File: src/rtl/demux_pkg.sv
// Shared constants and helpers for the LED demux stepper.
package demux_pkg;

  localparam logic DIR_UP   = 1'b0;
  localparam logic DIR_DOWN = 1'b1;

  // Short debounce for simulation; the board default absorbs mechanical bounce.
  localparam int DEB_SIM   = 4;
  localparam int DEB_BOARD = 1000;

  function automatic int clog2(input int v);
    int r;
    r = 0;
    for (int i = 0; i < 31; i++)
      if ((1 << i) < v) r = i + 1;
    return r;
  endfunction

endpackage

File: src/rtl/demux_stepper_debouncer.sv
// Synchronizer plus stable-count debouncer for one asynchronous input.
module debouncer
  import demux_pkg::*;
#(
  parameter int SYNC_STAGES     = 2,
  parameter int DEBOUNCE_CYCLES = DEB_BOARD
) (
  input  logic clk,
  input  logic rst,
  input  logic din,
  output logic db
);

  localparam int CW = (clog2(DEBOUNCE_CYCLES + 1) < 1) ? 1 : clog2(DEBOUNCE_CYCLES + 1);

  logic [SYNC_STAGES-1:0] sync;
  logic [CW-1:0]          cnt;
  logic                   din_s;

  assign din_s = sync[SYNC_STAGES-1];

  always_ff @(posedge clk) begin
    if (rst) begin
      sync <= '0;
      cnt  <= '0;
      db   <= 1'b0;
    end else begin
      sync <= {sync[SYNC_STAGES-2:0], din};
      // Any cycle that agrees with the accepted state restarts the count.
      if (din_s == db) begin
        cnt <= '0;
      end else if (cnt == CW'(DEBOUNCE_CYCLES - 1)) begin
        db  <= din_s;
        cnt <= '0;
      end else begin
        cnt <= cnt + 1'b1;
      end
    end
  end

endmodule

File: src/rtl/demux_stepper.sv
// 1-to-N LED demux whose select index is stepped by a debounced button.
module demux_stepper
  import demux_pkg::*;
#(
  parameter  int N_OUT           = 4,
  parameter  int DEBOUNCE_CYCLES = DEB_BOARD,
  parameter  int SYNC_STAGES     = 2,
  localparam int SEL_W           = (clog2(N_OUT) < 1) ? 1 : clog2(N_OUT)
) (
  input  logic             i_clk,
  input  logic             i_rst,
  input  logic             i_data,
  input  logic             i_btn,
  input  logic             i_dir,
  output logic [N_OUT-1:0] o_led,
  output logic [SEL_W-1:0] o_sel,
  output logic             o_step
);

  logic [SYNC_STAGES-1:0] data_sync;
  logic                   data_s;
  logic                   btn_db;
  logic                   btn_prev;
  logic                   rise;
  logic [SEL_W-1:0]       sel;
  logic [SEL_W-1:0]       sel_next;
  logic [N_OUT-1:0]       led_next;

  debouncer #(
    .SYNC_STAGES     (SYNC_STAGES),
    .DEBOUNCE_CYCLES (DEBOUNCE_CYCLES)
  ) u_btn_db (
    .clk (i_clk),
    .rst (i_rst),
    .din (i_btn),
    .db  (btn_db)
  );

  assign data_s = data_sync[SYNC_STAGES-1];
  assign rise   = btn_db & ~btn_prev;

  // i_dir is a quasi-static switch, so it is only looked at on the step cycle.
  always_comb begin
    sel_next = sel;
    if (rise) begin
      if (i_dir == DIR_UP)
        sel_next = (sel == SEL_W'(N_OUT - 1)) ? '0 : sel + 1'b1;
      else
        sel_next = (sel == '0) ? SEL_W'(N_OUT - 1) : sel - 1'b1;
    end
  end

  // Decode from sel_next so a step and a data change land in one clean update.
  for (genvar i = 0; i < N_OUT; i++) begin : g_lane
    assign led_next[i] = data_s && (sel_next == SEL_W'(i));
  end

  always_ff @(posedge i_clk) begin
    if (i_rst) begin
      data_sync <= '0;
      btn_prev  <= 1'b0;
      sel       <= '0;
      o_led     <= '0;
      o_step    <= 1'b0;
    end else begin
      data_sync <= {data_sync[SYNC_STAGES-2:0], i_data};
      btn_prev  <= btn_db;
      sel       <= sel_next;
      o_led     <= led_next;
      o_step    <= rise;
    end
  end

  assign o_sel = sel;

endmodule

File: config.mk
export PLATFORM = sky130hd
export DESIGN_NAME = demux_stepper
export DESIGN_NICKNAME = d
export VERILOG_FILES = /design/src/rtl/demux_pkg.sv /design/src/rtl/demux_stepper_debouncer.sv /design/src/rtl/demux_stepper.sv
export SDC_FILE = /design/constraint.sdc
export NUM_CORES = 1
export LEC_CHECK = 0
export BUFFER_PORTS_ARGS = -buffer_cell sky130_fd_sc_hd__buf_2
export CORE_UTILIZATION = 53
export DETAILED_ROUTE_END_ITERATION = 10
export GPL_ROUTABILITY_DRIVEN = 0
export GPL_TIMING_DRIVEN = 0
export PLACE_DENSITY = 0.75
export SLEW_MARGIN = 15
export SYNTH_ARGS = -nofsm -noshare
export SYNTH_HDL_FRONTEND = slang
export SYNTH_SLANG_ARGS = --single-unit
File: constraint.sdc
create_clock -name i_clk -period 1.7 [get_ports i_clk]
set_input_delay 0.17 -clock i_clk [delete_from_list [all_inputs] [get_ports i_clk]]
set_output_delay 0.17 -clock i_clk [all_outputs]
set_load 0.03 [all_outputs]
==> results.json <==
{
  "finalCoreUtilization": 0.663,
  "die_h_um": 43.3,
  "antenna_found_initial": 0,
  "via_count": 678,
  "n_fill_cell": 126,
  "r2r-start": "u_btn_db.cnt[0]",
  "powerDensity_nw_per_um2": 790,
  "netlist.area_leader.share": 0.508,
  "worstReg2RegEnd": "u_btn_db.db",
  "synthCells": 91,
  "critPathLaunch": "u_btn_db.cnt[0]",
  "skew_ps": 2.15,
  "ys_ff_latch": 23,
  "dieArea_um2": 1880,
  "grt_pass1_vias": 611,
  "slew_headroom": 0.734,
  "drive_above_1_share": 0.170,
  "min_path_type": "primary input to flip-flop",
  "dp_cells": 118,
  "drv_cap": 0,
  "synth.area.mux_share": 0.0235,
  "io_buffer_count": 11,
  "finalHoldViolCount": 0,
  "synth_flop_cell": "dfxtp_1",
  "hold_start": "i_data",
  "holdPathStages": 2,
  "setup-tns-final_ps": 0,
  "numCtsBuffers": 3,
  "critPathMaxFanout": 4,
  "antenna_left": 0,
  "slew_viol_final": 0,
  "pwr-share-comb": 0.027,
  "synth_edf_count": 0,
  "dr.pass1.iters": 7,
  "min_to": "data_sync[0]",
  "clockRootBuffer": "clkbuf_4",
  "h-tree-depth": 1,
  "remaining_drc_errors": 2,
  "pre_cts_ws_ps": 70.3,
  "p_int_uw": 646,
  "clkTransAtPathRegs_ps": 120,
  "routedWlPerCell_um": 11.6,
  "outcome": "finished, violations left",
  "clock.fmax_mhz": 660,
  "hpwl_um": 1060,
  "overflow": 0,
  "synth_simple_gate_area_frac": 0.225,
  "yosysSeqAreaShare": 0.508,
  "syn_area_um2": 906,
  "dpl-instance-area_um2": 981,
  "violations": "design-rule violations",
  "fin_ws_ps": 186,
  "r2r.worst_path.cells": 4,
  "track_usage": 0.177,
  "top_level_ports": 12,
  "clock-sinks": 23,
  "async_reset_ff_frac": 0,
  "power_frac_clock": 0.304,
  "period_minus_slack_ps": 1510,
  "clock_path_buffers": 2,
  "synth.distinct_cells": 25,
  "n_antenna_cell": 0,
  "rows": 14,
  "critPathKind": "flip-flop to flip-flop",
  "p_seq_frac": 0.669,
  "start_util": 0.581,
  "tritoncts": "done",
  "p_leak_nw": 0.393,
  "worst_setup_path_start_kind": "flip-flop",
  "synth_compound_area_frac": 0.128,
  "synth_top_family_by_area": "simple AND/OR/NAND/NOR gates",
  "yosysWarnings": 0,
  "synth_top_area_cell": "dfxtp_1",
  "wl_um": 1420,
  "tightestPinTransition_ps": 399,
  "synth.avg_cell_area_um2": 9.95,
  "fin_crit_sh": 0.891,
  "synthXorXnorAreaFrac": 0.0483,
  "fin_nets": 115,
  "layout.cells.non_filler": 122,
  "postCtsSetupBuffers": 0,
  "grt_pass1_wl_um": 2500,
  "r2r_setup_slack_ps": 190,
  "grt_max_degree": 13,
  "via_per_inst": 5.56,
  "setup_viol_count_final": 0,
  "switching_share": 0.209,
  "die_x_um": 43.3,
  "p_sw_uw": 171,
  "synthTopCellsByArea": "dfxtp_1, ha_1, nor2b_1",
  "rsz0062_at_grt": "no",
  "end_kind": "flip-flop",
  "drtIter0Drc": 11,
  "cp.required_ps": 1950,
  "synth_fa_ha_area_frac": 0.0414,
  "design_area_um2": 1030,
  "synth_nets": 99,
  "clock_latency_ps": 310,
  "synthToLayoutAreaGrowth_pct": 14.1,
  "coreArea_um2": 1560,
  "ir_worst_vdd_mv": 0.592,
  "cp_data_arrival_time_ps": 1760
}
what timing repair did:
item / 4_1_cts / 5_1_grt
gates resized for setup: 0 / 2
setup endpoints to repair: 0 / 7
endpoints found under the hold margin: 0 / 0
hold buffers: 0 / 0
metal layers:
metal / GRT usage / routed length [µm] / share of wire / vias up
li1: - / - / - / 355
met1: 0.249 / 748 / 0.53 / 307
met2: 0.264 / 588 / 0.41 / 11
met3: 0.0250 / 37 / 0.026 / 5
met4: 0.0938 / 43 / 0.030 / 0
met5: 0 / 0 / 0 / -
cells by family (layout without fill, tap and decap cells):
logic type      after synthesis  count (layout)
simple gates                 35              35
buf+inv                       6              21
mux                           2               2
flops                        23              23
compound gates               17              17
fa+ha+maj                     3               3
xor+xnor                      5               5
synthesized netlist by cell type, types with 2 or more instances:
cell type  count
or3_1          3
and4b_1        2
o21ai_0        3
nand3_1        3
nor2_1         8
a211oi_1       2
o31ai_1        3
xor2_1         4
dfxtp_1       23
a21oi_1        6
nor2b_1        6
inv_1          6
nand2_1        6
or4_1          3
ha_1           3
critical path: stages (launching register included):
cell and delay, ps:
dfxtp_1 370, ha_1 280, nand4bb_4 170, or4_1 500, a21oi_1 140
power by group through the flow:
stage	logic [mW]	registers (mW)	clock network, mW
after floorplan	0.00988	0.560	0
after global placement	0.0201	0.558	0
after detailed placement	0.0210	0.559	0
after CTS	0.0212	0.546	0.253
after global routing	0.0242	0.547	0.267
final	0.0220	0.546	0.248
flip-flops by register name, summed over array words and instances, names as in the netlist:
| signal | count |
|---|---|
| o_led | 4 |
| u_btn_db.db | 1 |
| o_sel | 2 |
| u_btn_db.sync | 2 |
| u_btn_db.cnt | 10 |
| data_sync | 2 |
| o_step | 1 |
| btn_prev | 1 |
metrics by stage:
stage	hold WS (ps)	power (mW)
2_1_floorplan	239	0.569
3_3_place_gp	381	0.578
3_5_place_dp	393	0.580
4_1_cts	65.4	0.821
5_1_grt	63.8	0.839
6_report	64.1	0.817
worst max path at each step:
stage                                  to  cells past startpoint  slack (ps)
after global placement    u_btn_db.cnt[3]                      4         140
after detailed placement  u_btn_db.cnt[3]                      4          70
after floorplan                  o_led[2]                      5          70
after CTS                 u_btn_db.cnt[3]                      4          60
final                         u_btn_db.db                      4         190
after global routing      u_btn_db.cnt[8]                      4          30
layout by cell type (no fill, tap or decap), types with 2 or more instances in the layout:
cell	n
a211oi_1	2
a21oi_1	6
and4b_1	2
buf_2	11
clkbuf_4	3
dfxtp_1	23
ha_1	3
inv_1	6
nand2_1	6
nand3_1	3
nor2_1	8
nor2b_1	6
o21ai_0	3
o31ai_1	3
or3_1	3
or4_1	3
xor2_1	4
final cells by class:
class | instances | area, µm² | area share
clock buffer | 4 | 26.3 | 0.0254
inverter | 6 | 22.5 | 0.0218
multi-input combinational | 62 | 449 | 0.435
sequential | 23 | 460 | 0.446
tap | 16 | 20.0 | 0.0194
timing repair buffer | 11 | 55.1 | 0.0533
(Power assumes the default switching activity.)
